===== config.mk =====
export PLATFORM = sky130hd
export DESIGN_NAME = riscv_led_monitor
export DESIGN_NICKNAME = d
export VERILOG_FILES = /design/src/rtl/riscv_led_monitor.sv
export SDC_FILE = /design/constraint.sdc
export NUM_CORES = 1
export LEC_CHECK = 0
export ABC_AREA = 1
export CAP_MARGIN = 40
export CORE_MARGIN = 1
export CORE_UTILIZATION = 30
export DETAILED_ROUTE_END_ITERATION = 10
export SLEW_MARGIN = 30
export SYNTH_ARGS = -nofsm -noshare
export SYNTH_HDL_FRONTEND = slang
export SYNTH_SLANG_ARGS = --single-unit

===== constraint.sdc =====
create_clock -name clk -period 30.2 [get_ports clk]
set_input_delay 4.53 -clock clk [delete_from_list [all_inputs] [get_ports clk]]
set_output_delay 4.53 -clock clk [all_outputs]
set_load 0.02 [all_outputs]

===== src/rtl/riscv_led_monitor.sv =====
// Board-level debug monitor: pages PC, a watched register, retire count and cycle count onto an LED bank.
// It also provides freeze-frame snapshots and sticky detection of a jump-to-self loop.
module riscv_led_monitor #(
  parameter int unsigned XLEN         = 32,
  parameter int unsigned LED_W        = 16,
  parameter int unsigned WATCH_REG    = 2,
  parameter int unsigned HALT_CYCLES  = 8,
  parameter int unsigned SCROLL_TICKS = 50_000_000,
  localparam int unsigned PAGES       = XLEN / LED_W,
  localparam int unsigned PW          = (PAGES > 1) ? $clog2(PAGES) : 1
) (
  input  logic             clk,
  input  logic             rst,
  input  logic [XLEN-1:0]  pc,
  input  logic             retire,
  input  logic             wb_en,
  input  logic [4:0]       wb_addr,
  input  logic [XLEN-1:0]  wb_data,
  input  logic [1:0]       chan_sel,
  input  logic [PW-1:0]    page_sel,
  input  logic             auto_page,
  input  logic             freeze,
  output logic [LED_W-1:0] leds,
  output logic [PW-1:0]    page_idx,
  output logic             halted
);

  localparam int unsigned TW = (SCROLL_TICKS > 1) ? $clog2(SCROLL_TICKS) : 1;
  localparam int unsigned HW = $clog2(HALT_CYCLES + 1);

  logic [XLEN-1:0] cyc_cnt;
  logic [XLEN-1:0] ret_cnt;
  logic [XLEN-1:0] shadow;
  logic [XLEN-1:0] last_pc;
  logic            last_valid;
  logic [HW-1:0]   halt_ctr;
  logic [XLEN-1:0] snap [4];
  logic            freeze_d;
  logic [TW-1:0]   tick;

  logic            capture_c;
  logic [XLEN-1:0] live_sel_c;
  logic [XLEN-1:0] src_c;

  // Channel select; on the capture cycle the live value is shown so the frozen frame appears immediately
  always_comb begin
    live_sel_c = '0;
    case (chan_sel)
      2'd0:    live_sel_c = last_pc;
      2'd1:    live_sel_c = shadow;
      2'd2:    live_sel_c = ret_cnt;
      default: live_sel_c = cyc_cnt;
    endcase
    capture_c = freeze & ~freeze_d;
    src_c     = (freeze && !capture_c) ? snap[chan_sel] : live_sel_c;
  end

  // Live counters, watched-register shadow and snapshots
  always_ff @(posedge clk or posedge rst) begin
    if (rst) begin
      cyc_cnt  <= '0;
      ret_cnt  <= '0;
      shadow   <= '0;
      freeze_d <= 1'b1;
      for (int i = 0; i < 4; i++) snap[i] <= '0;
    end else begin
      cyc_cnt  <= cyc_cnt + XLEN'(1);
      freeze_d <= freeze;
      if (retire) ret_cnt <= ret_cnt + XLEN'(1);
      if (WATCH_REG != 0 && wb_en && wb_addr == 5'(WATCH_REG)) shadow <= wb_data;
      if (capture_c) begin
        snap[0] <= last_pc;
        snap[1] <= shadow;
        snap[2] <= ret_cnt;
        snap[3] <= cyc_cnt;
      end
    end
  end

  // Jump-to-self detection: count consecutive retires at an unchanged PC
  always_ff @(posedge clk or posedge rst) begin
    if (rst) begin
      last_pc    <= '0;
      last_valid <= 1'b0;
      halt_ctr   <= '0;
      halted     <= 1'b0;
    end else begin
      halted <= halted | (halt_ctr == HW'(HALT_CYCLES));
      if (retire) begin
        last_pc    <= pc;
        last_valid <= 1'b1;
        if (last_valid && pc == last_pc) begin
          if (halt_ctr != HW'(HALT_CYCLES)) halt_ctr <= halt_ctr + HW'(1);
        end else begin
          halt_ctr <= '0;
        end
      end
    end
  end

  // Page selection, manual or auto-scrolled from the current page
  always_ff @(posedge clk or posedge rst) begin
    if (rst) begin
      tick     <= '0;
      page_idx <= '0;
    end else if (PAGES == 1) begin
      tick     <= '0;
      page_idx <= '0;
    end else if (!auto_page) begin
      tick     <= '0;
      page_idx <= page_sel;
    end else if (tick == TW'(SCROLL_TICKS - 1)) begin
      tick     <= '0;
      page_idx <= (page_idx == PW'(PAGES - 1)) ? '0 : page_idx + PW'(1);
    end else begin
      tick <= tick + TW'(1);
    end
  end

  always_ff @(posedge clk or posedge rst) begin
    if (rst) leds <= '0;
    else     leds <= LED_W'(src_c >> (LED_W * int'(page_idx)));
  end

endmodule


* Yosys cells after proc, flatten, opt, wreduce, memory -nomap -nowiden
Index checks and enable logic that the tools add are counted.
Storage, ports and cells: output and inout port bits 18, bits of input ports 78, flip-flop bits (word level) 306
Cells by class: bitwise gates (word level) 4, $lt $le $gt $ge 1, muxes and demuxes 12, $add $sub $neg 5, shift-type cells 1, reductions and logical operators 6, equal/unequal tests 9
Operator list (number):
- 32-bit two-way mux | 3
- 32-bit one-hot mux with 3 select lines | 1
- 32-bit by 1-bit adder with 32-bit output, second input constant | 2
- 32-bit binary-select mux with 2-bit select | 1
- 26-bit two-way mux | 2
- 32-bit equality test | 1
- 32-bit by 5-bit right shift with 16-bit output | 1
- 26-bit by 1-bit adder with 26-bit output, second input constant | 1
- 26-bit equality test, second input constant | 1
- 4-bit two-way mux | 2
- 5-bit by 2-bit equality test with 1-bit output, second input constant | 1
- 4-bit by 1-bit adder with 4-bit output, second input constant | 1
- 4-bit equality test, second input constant | 1
- 2-bit by 1-bit != test with 1-bit output, second input constant | 2
- 4-bit != test, second input constant | 1
- 3-bit >= comparator, second input constant | 1
- 1-bit logical AND | 3
- 1-bit two-way mux | 3
- 2-bit inverter with 3-bit output | 1
- 2-bit by 1-bit equality test with 1-bit output, second input constant | 1
- 2-bit equality test, second input constant | 1
- 2-bit logical NOT | 1
- 2-bit AND reduction | 1
- 1-bit adder, second input constant | 1
- 4 further kinds | 4

* Longest topological paths before layout
Gate-level depths: netlist (run 1).
word-level depth 6, depth in mapped cells 12

* Worst setup path after synthesis (run 1)
OpenSTA, ideal clock, no wires.
path type input to register, start point in chan_sel[0], end point reg leds[7], path slack 24531 ps, buffers on the path 2, cell stages on the path 9, arrival 5541 ps, cell sequence buf_2 inv_1 nand2_1 buf_2 nor2_1 a221oi_1 o211ai_1 nand3_1 o21ai_0
Between the ends: longest elaborated chain between the ends 6
RTL lines:
- start: declaration | line 19 | input logic [1:0] chan_sel,
- 2-bit inverter with 3-bit output (not written as such) | line 55 | src_c = (freeze && !capture_c) ? snap[chan_sel] : live_sel_c;
- 32-bit binary-select mux with 2-bit select | line 55
- 32-bit two-way mux (not written as such) (2 in a row) | line 55
- 32-bit two-way mux (*) | line 55
- 32-bit by 5-bit right shift with 16-bit output (*) | line 122 | else leds <= LED_W'(src_c >> (LED_W * int'(page_idx)));
- end signal: assignment | line 122
- end: declaration | line 23 | output logic [LED_W-1:0] leds,
Every way passes the cells marked *; elsewhere a longest branch is shown, timed or not. The select of a mux whose other input is x is not followed. A chain may end at the register's enable or synchronous reset.

* Worst setup path in the final report (run 1)
start point in freeze, end point reg snap[86] (netlist name)
Between the ends: longest elaborated chain between the ends 1
RTL lines:
- start: declaration | line 22 | input logic freeze,
- 1-bit bitwise AND | line 54 | capture_c = freeze & ~freeze_d;
- end: declaration | line 37 | logic [XLEN-1:0] snap [4];
Every way passes these cells.

==> reports/qor.csv, run 1 <==
stage,metric,value,unit
status,status,finished clean,
logic_synthesis,sequential share of the synthesized area,50.7,%
die,Initial Util,30.7,%
die,Core ar.,0.0493,mm2
worst_hold_path,hold path startpoint,tick[0],
sta,skew final,26.8,ps
global_route,first-pass GRT wire length,74.6,mm
power_and_ir_drop,Leakage Power,8.29,nW
critical_path,R2R depth,6,
power_and_ir_drop,Clk pwr share,42.4,%
sta,Min Hold Slack,465,ps
placement,gp weighted congestion,0.908,
clock_tree,CTS tree,built,
clock_tree,Longest Clk Path Bufs,3,
critical_path,CP max stage cell,buf_4,
global_route,number of global-route vias before repair,12619,
cells_and_area,Fill cells,5136,
critical_path,RR Endpoint,snap[86],
logic_synthesis,"FFs w/ async S/R, synth",100,%
critical_path,Worst setup EP type,flip-flop,
clock_tree,root buf cell,clkbuf_16,
clock_tree,Post-CTS Resized,0,
global_route,grt total ovfl,0,
critical_path,worst reg-to-reg setup slack,27240,ps
global_route,initial antenna violation count,0,
sta,RSZ-0062 raised after global routing,no,
die,Cell Rows,81,
die,Die W,226,um
sta,final hold violations,0,
critical_path,Worst path top cell family by delay,buffers and inverters,
critical_path,Crit. Startpoint,freeze,
critical_path,critical path data arrival time,7350,ps
logic_synthesis,Mapped Cells,1822,
job,Max-cap violations,0,
cells_and_area,Final nets,1985,
logic_synthesis,Netlist cell types,47,
drt,Post-Route WL,47.7,mm
global_route,Total GRT Usage,19.1,%
die,I/O pin cnt,96,
critical_path,"slowest stage delay, CP",690,ps
worst_hold_path,worst hold-check path type,reg2reg,
power_and_ir_drop,Seq pwr share,43.9,%
critical_path,crit start category,input port,
sta,headroom to the max-slew limit,49.3,%
clock_tree,latest clock arrival within the worst-skew pair,560,ps
clock_tree,Sinks on Clock Net,306,
placement,Inst Count DP,2526,
drt,drt first pass iters,6,
sta,crit path time final,6910,ps
global_route,pin count of the biggest net entering global routing,84,
power_and_ir_drop,Psw,0.317,mW
logic_synthesis,Synth Register Bits,306,
drt,vias per cell,4.93,
placement,HPWL after DPL,34.9,mm
critical_path,Worst R2R Start,freeze_d,
logic_synthesis,post-synthesis cell area,0.0151,mm2
drt,Antenna Violating Nets Remaining,0,
sta,setup violators final,0,
clock_tree,Post-CTS Setup Bufs,0,
cells_and_area,Non-Filler Instances,2595,
logic_synthesis,Post-synth EDFFs,0,
power_and_ir_drop,Max rail drop VDD,35.8,uV
die,die area,0.0512,mm2
clock_tree,H-tree level count,2,
logic_synthesis,Syn. warnings,0,
power_and_ir_drop,switching share of power,28.4,%
die,die span in y,226,um
critical_path,required time of the critical path,30640,ps
critical_path,WP depth,6,
sta,setup_tns,0,ps
critical_path,Crit Path Max Fanout,83,
sta,Final Cycle Share,22.9,%
critical_path,critical-path cell list,clkdlybuf4s50_1 -> nand2_4 -> buf_4 -> buf_4 -> buf_12 -> mux2_2,
critical_path,crit path buf inv count,4,
worst_hold_path,hold depth,1,
clock_tree,CTS Buf Count,38,
clock_tree,Worst-path clk slew,60,ps
logic_synthesis,syn avg cell area,8.29,um2
drt,drc violations,0,
placement,PortBufs,95,
critical_path,crit path kind,in2reg,
clock_tree,Hold Buf Count CTS,0,
critical_path,"most used cell, CP",buf_4,
power_and_ir_drop,Int Power,0.799,mW
drt,via count,12792,
logic_synthesis,syn_nets,1905,
cells_and_area,Layout area overhead,19.8,%
critical_path,end of the critical path,snap[86],
power_and_ir_drop,combinational share of power,13.7,%
sta,Max Freq,145,MHz
sta,Worst-Margin Slew,761,ps
cells_and_area,final core occ,36.7,%
power_and_ir_drop,total power,1.12,mW
logic_synthesis,Synth Flop Type,dfrtp_1,
drt,initial DRC count,1123,
power_and_ir_drop,PwrDens,61.7,mW/mm2
cells_and_area,fraction of layout cells with a size suffix above 1,7.36,%
sta,final count of pins violating max slew,0,
drt,drt wl/cell,18.4,um
==> cells by family after synthesis <==
group                    synth area share [%]
AO/OA/AOI/OAI                            12.6
XOR/XNOR                                 4.64
adder cells (fa/ha/maj)                 0.414
buffers and inverters                    7.12
flip-flops                               50.7
multiplexers                             2.00
AND/OR/NAND/NOR                          22.5
==> synthesized netlist by cell type, types with 3 or more instances <==
cell	instances	share of area [%]
a221oi_1	9	0.52
a211oi_1	5	0.25
ha_1	5	0.41
o22ai_1	20	0.83
buf_1	5	0.12
nand4_1	52	2.2
o221ai_1	3	0.17
nand3_2	3	0.20
o21ai_0	184	6.1
dfrtp_1	305	51
inv_1	201	5.0
nor4_1	7	0.29
and2_1	3	0.12
o211ai_1	23	1.1
nor3_2	5	0.33
a21oi_1	51	1.7
nor2_2	10	0.41
clkbuf_1	47	1.2
nor2_1	149	3.7
xor2_1	67	3.9
a22oi_1	24	1.2
nor3_1	36	1.2
mux2_2	25	1.9
nand3_1	59	2.0
nand2_2	3	0.12
nand2_1	455	11
a22o_1	4	0.23
buf_2	19	0.63
nor2_4	3	0.22
xnor2_1	13	0.75
==> final cells by class <==
class | instances | area [um2] | share of cell area [%]
Sequential cell | 306 | 7660 | 42.3
Multi-Input combinational cell | 1238 | 6390 | 35.3
Timing Repair Buffer | 113 | 1130 | 6.25
Clock buffer | 54 | 1100 | 6.09
Tap cell | 664 | 831 | 4.59
Inverter | 205 | 778 | 4.30
Clock inverter | 14 | 200 | 1.11
Antenna cell | 1 | 2.50 | 0.0138
==> state kept, by name, indices dropped and copies added, names as in the netlist <==
signal      count
snap          128
cyc_cnt        32
last_pc        32
ret_cnt        32
shadow         32
tick           26
leds           16
halt_ctr        4
freeze_d        1
halted          1
last_valid      1
page_idx        1
==> layout by cell type (no fill, tap or decap), drive strengths merged, types with 4 or more instances in the layout <==
cell type      count
nand3             62
o22ai             20
xnor2             13
dfrtp            305
o21ai            186
nor2             162
nor4               8
ha                 5
inv              205
mux2              25
clkbuf            54
a211oi             5
a21oi             51
a221oi             9
nand2            459
nor3              41
clkinv             7
bufinv             4
buf               19
xor2              67
nand4             53
clkdlybuf4s50     94
o211ai            23
a22oi             24
a22o               4
==> power by group through the flow <==
stage / clock (mW) / sequential, mW / combinational, mW
6_report: 0.473 / 0.490 / 0.153
5_1_grt: 0.499 / 0.494 / 0.173
4_1_cts: 0.484 / 0.490 / 0.154
3_5_place_dp: 0 / 0.497 / 0.153
3_3_place_gp: 0 / 0.497 / 0.150
2_1_floorplan: 0 / 0.484 / 0.0915
==> worst reg2reg max path: cells and delay by family (launching register included) <==
kind	cells	cell delay, ps
simple gates	1	370
mux	1	380
flops	1	520
buf+inv	4	1600
==> stage by stage <==
stage                     setup slack (ps)  area, um2
after floorplan                      17210      15100
after global placement               22660      16700
after detailed placement             22720      16800
after CTS                            23300      18100
after global routing                 23060      18100
final                                23290      18100
==> worst min-delay path by stage <==
stage / to
2_1_floorplan: tick[0]
3_3_place_gp: tick[0]
3_5_place_dp: halted
4_1_cts: tick[0]
5_1_grt: tick[0]
6_report: tick[0]
==> layer usage <==
metal | part of all wire (%) | global-route usage (%)
met1 | 45 | 26.6
met2 | 46 | 30.7
met3 | 6.0 | 3.10
met4 | 2.2 | 5.36
met5 | 0 | 0
Power figures use the tool's default switching activity.
==> run 2, diff against run 1 <==
clock period = 7 ns   (was 30.2 ns; I/O delays follow)
==> reports/qor.csv, run 2 (synthesis results as in run 1) <==
stage,metric,value,unit
die,Cell Rows,81,
cells_and_area,fraction of layout cells with a size suffix above 1,7.07,%
sta,Worst-Margin Slew,760,ps
placement,gp weighted congestion,0.933,
die,Die W,226,um
cells_and_area,max reg flops,128,
sta,headroom to the max-slew limit,49.4,%
die,die area,0.0512,mm2
placement,Place WS,3490,ps
worst_hold_path,worst hold-check path type,reg2reg,
clock_tree,Post-CTS Setup Bufs,0,
die,I/O pin cnt,96,
cells_and_area,Biggest register,snap,
critical_path,crit start category,input port,
power_and_ir_drop,Max rail drop VDD,153,uV
global_route,initial antenna violation count,0,
sta,skew final,20.0,ps
global_route,Total GRT Usage,19.1,%
power_and_ir_drop,Clk pwr share,42.4,%
power_and_ir_drop,Leakage Power,8.29,nW
clock_tree,CTS tree,built,
power_and_ir_drop,Psw,1.36,mW
clock_tree,Longest Clk Path Bufs,3,
critical_path,Crit Path Max Fanout,49,
drt,via count,12918,
cells_and_area,Fill cells,5086,
cells_and_area,"commonest non-fill, non-tap cell in the layout",nand2_1,
drt,vias per cell,4.99,
clock_tree,latest clock arrival within the worst-skew pair,560,ps
drt,Antenna Violating Nets Remaining,0,
power_and_ir_drop,combinational share of power,13.6,%
power_and_ir_drop,switching share of power,28.1,%
global_route,number of global-route vias before repair,12610,
power_and_ir_drop,PwrDens,268,mW/mm2
global_route,first-pass GRT wire length,74.0,mm
critical_path,required time of the critical path,7490,ps
drt,Post-Route WL,48.0,mm
critical_path,Worst setup EP type,flip-flop,
clock_tree,Post-CTS Resized,0,
cells_and_area,Layout area overhead,19.7,%
critical_path,critical path data arrival time,3520,ps
drt,drt first pass iters,7,
cells_and_area,Antenna Cells,0,
sta,final count of pins violating max slew,0,
clock_tree,Sinks on Clock Net,306,
sta,final hold violations,0,
clock_tree,Hold Buf Count CTS,0,
drt,drt wl/cell,18.6,um
placement,HPWL after DPL,35.3,mm
critical_path,worst reg-to-reg setup slack,4740,ps
sta,PnR worst setup slack,3970,ps
power_and_ir_drop,Seq pwr share,44.1,%
sta,Max Freq,330,MHz
sta,RSZ-0062 raised after global routing,no,
cells_and_area,multi-input logic area,0.00639,mm2
drt,drc violations,0,
power_and_ir_drop,total power,4.83,mW
job,Max-cap violations,0,
sta,setup_tns,0,ps
status,status,finished clean,
sta,crit path time final,3030,ps
clock_tree,root buf cell,clkbuf_16,
drt,initial DRC count,1173,
sta,setup violators final,0,
cells_and_area,register area,0.00766,mm2
critical_path,crit path kind,in2reg,
cells_and_area,most frequent cells in the layout,"nand2_1, dfrtp_1, inv_1, o21ai_0, nor2_1",
placement,PortBufs,95,
cells_and_area,Final nets,1981,
clock_tree,Worst-path clk slew,60,ps
die,Core ar.,0.0493,mm2
die,die span in y,226,um
clock_tree,CTS Buf Count,37,
global_route,pin count of the biggest net entering global routing,178,
sta,Final Cycle Share,43.2,%
global_route,grt total ovfl,0,
die,Initial Util,30.7,%
clock_tree,H-tree level count,2,
power_and_ir_drop,Int Power,3.48,mW
-- run 2: cell types whose count changed in the layout (fill, tap and decap cells not counted), moves of 2 or more --
cell / change
buf_4: -3
bufinv_16: +2
clkinvlp_4: -2
clkinv_2: +2
-- run 2: metrics by stage --
step                      std cells  hold slack (ps)  util (%)  area [um2]
final                          2588              464      36.7       18100
after global routing           2588              480      36.7       18100
after CTS                      2588              465      36.7       18100
after detailed placement       2523              457      34.1       16800
after global placement         2521              445      33.9       16700
after floorplan                1822              433         -       15100
-- run 2: critical path, cell delays in order --
cell and delay (ps):
clkdlybuf4s50_1 590, nor2_4 170, buf_4 500, inv_1 450, o22ai_1 250, a21oi_1 60, o211ai_1 100, nand3_1 190
nand2_1 120
-- run 2: final timing paths --
check	from	endpoint	cells past startpoint
worst max-delay path	chan_sel[0]	leds[5]	9
worst min-delay path	tick[0]	tick[0]	1
worst max register to register	freeze_d	snap[25]	4
worst min register to register	tick[0]	tick[0]	1
max in group asynchronous	rst	last_pc[15]	5
min in group asynchronous	rst	cyc_cnt[2]	2
-- run 2: power by group through the flow --
stage / Sequential, mW / Clock, mW / Combinational [mW]
2_1_floorplan: 2.09 / 0 / 0.395
3_3_place_gp: 2.16 / 0 / 0.639
3_5_place_dp: 2.16 / 0 / 0.656
4_1_cts: 2.13 / 2.09 / 0.658
5_1_grt: 2.15 / 2.17 / 0.733
6_report: 2.13 / 2.05 / 0.655
-- run 2: layer usage --
| metal | global-route usage [%] | vias to the layer above | share of wire, % |
|---|---|---|---|
| li1 | - | 6142 | - |
| met1 | 26.2 | 6239 | 44 |
| met2 | 29.9 | 460 | 45 |
| met3 | 3.62 | 77 | 7.5 |
| met4 | 6.82 | 0 | 3.2 |
| met5 | 0 | - | 0 |
-- run 2: final cells by class --
| class | count | area share [%] |
|---|---|---|
| clock buffers | 52 | 5.88 |
| multi-input cells | 1238 | 35.4 |
| well taps | 664 | 4.60 |
| clock inverters | 13 | 1.23 |
| flip-flops and latches | 306 | 42.4 |
| repair buffers | 110 | 6.22 |
| inverters | 205 | 4.29 |
==> run 3, diff against run 2 <==
clock period = 2.9 ns   (was 7 ns; I/O delays follow)
==> reports/qor.csv, run 3 (synthesis results as in run 1) <==
stage,metric,value,unit
die,Die W,226,um
critical_path,RR Endpoint,ret_cnt[29],
drt,Antenna Violating Nets Remaining,0,
drt,drc violations,0,
sta,crit path time final,2240,ps
worst_hold_path,worst hold-check path type,in2reg,
critical_path,Worst R2R Start,ret_cnt[4],
critical_path,critical-path cell list,clkdlybuf4s50_1,
drt,drt wl/cell,18.8,um
drt,vias per cell,4.99,
critical_path,Worst path top cell family by delay,buffers and inverters,
power_and_ir_drop,Max rail drop VDD,417,uV
global_route,pin count of the biggest net entering global routing,72,
status,status,finished clean,
clock_tree,CTS Buf Count,37,
clock_tree,Post-CTS Resized,0,
die,Cell Rows,81,
power_and_ir_drop,PwrDens,619,mW/mm2
critical_path,critical path data arrival time,1800,ps
clock_tree,Longest Clk Path Bufs,3,
clock_tree,latest clock arrival within the worst-skew pair,560,ps
drt,drt first pass iters,7,
sta,Final Cycle Share,77.1,%
critical_path,Crit. Startpoint,page_idx,
cells_and_area,Layout area overhead,20.9,%
cells_and_area,Fill cells,5151,
sta,Worst-Margin Slew,696,ps
critical_path,"slowest stage delay, CP",700,ps
drt,via count,13016,
die,die area,0.0512,mm2
global_route,grt total ovfl,0,
placement,gp weighted congestion,0.919,
clock_tree,root buf cell,clkbuf_16,
clock_tree,Post-CTS Setup Bufs,0,
critical_path,crit start category,flip-flop,
global_route,initial antenna violation count,1,
drt,initial DRC count,1054,
critical_path,required time of the critical path,2470,ps
critical_path,CP max stage cell,clkdlybuf4s50_1,
critical_path,Crit Path Max Fanout,4,
sta,setup violators final,0,
global_route,Total GRT Usage,19.8,%
cells_and_area,max reg flops,128,
sta,skew final,20.8,ps
cells_and_area,fraction of layout cells with a size suffix above 1,7.91,%
clock_tree,Sinks on Clock Net,306,
die,Initial Util,30.7,%
placement,HPWL after DPL,37.0,mm
cells_and_area,Biggest register,snap,
sta,headroom to the max-slew limit,53.1,%
power_and_ir_drop,Leakage Power,8.38,nW
sta,final count of pins violating max slew,0,
cells_and_area,most frequent cells in the layout,"nand2_1, dfrtp_1, inv_1, o21ai_0, nor2_1",
die,die span in y,226,um
clock_tree,Worst-path clk slew,60,ps
clock_tree,Hold Buf Count CTS,0,
critical_path,Worst setup EP type,output pin,
global_route,first-pass GRT wire length,76.5,mm
sta,RSZ-0062 raised after global routing,no,
die,I/O pin cnt,96,
critical_path,crit path buf inv count,1,
die,Core ar.,0.0493,mm2
sta,Max Freq,447,MHz
clock_tree,H-tree level count,2,
cells_and_area,"commonest non-fill, non-tap cell in the layout",nand2_1,
placement,placed cell areas,0.0171,mm2
job,Max-cap violations,0,
sta,final hold violations,0,
critical_path,worst reg-to-reg setup slack,910,ps
critical_path,crit path kind,reg2out,
placement,PortBufs,95,
critical_path,end of the critical path,page_idx,
cells_and_area,Non-Filler Instances,2610,
critical_path,WP depth,1,
cells_and_area,fin area,0.0183,mm2
critical_path,R2R depth,9,
cells_and_area,Antenna Cells,0,
clock_tree,CTS tree,built,
drt,Post-Route WL,49.1,mm
global_route,number of global-route vias before repair,13010,
cells_and_area,Final nets,2005,
placement,Inst Count DP,2547,
-- run 3: cell types whose count changed in the layout (fill, tap and decap cells not counted), moves of 2 or more --
| cell | previous run | this run |
|---|---|---|
| buf_12 | 2 | 15 |
| buf_4 | 11 | 24 |
| bufinv_16 | 6 | 0 |
| clkbuf_1 | 7 | 10 |
| clkinv_2 | 6 | 3 |
| buf_16 | 2 | 0 |
| inv_6 | 2 | 0 |
-- run 3: routing by layer --
metal / up-vias / part of all wire (%) / global-route usage [%]
li1: 6178 / - / -
met1: 6284 / 44 / 26.8
met2: 460 / 45 / 30.3
met3: 94 / 7.2 / 3.98
met4: 0 / 4.4 / 9.07
met5: - / 0 / 0
-- run 3: area by class of cell --
type,instances,area [um2],area share [%]
clock buffer,57,1110,6.09
clock inverter,6,60.1,0.329
inverter,205,773,4.24
multi-input combinational,1238,6390,35.0
sequential,306,7660,42.0
tap,664,831,4.55
timing repair buffer,134,1430,7.82
-- run 3: power breakdown --
part,internal [mW],switching [mW],total (mW)
sequential,4.71,0.438,5.15
combinational,0.635,0.990,1.63
clock,2.65,1.88,4.52
total,7.99,3.31,11.3
-- run 3: worst min-delay path by stage --
stage	slack, ps	endpoint	startpoint	cells after the start
floorplan	430	tick[0]	tick[0]	1
global placement	440	tick[0]	tick[0]	1
detailed placement	460	halted	halted	1
CTS	190	last_pc[6]	retire	2
global route	220	last_pc[6]	retire	2
finish	210	last_pc[6]	retire	2
-- run 3: through the flow --
stage / hold WS, ps / setup TNS (ps) / util, % / total power [mW] / setup WS [ps]
after floorplan: 433 / -490080 / - / 6.00 / -1610
after detailed placement: 462 / 0 / 34.7 / 6.84 / 299
after global placement: 444 / 0 / 34.7 / 6.82 / 293
after global routing: 219 / 0 / 37.1 / 11.8 / 626
after CTS: 190 / 0 / 37.1 / 11.4 / 622
final: 214 / 0 / 37.1 / 11.3 / 664
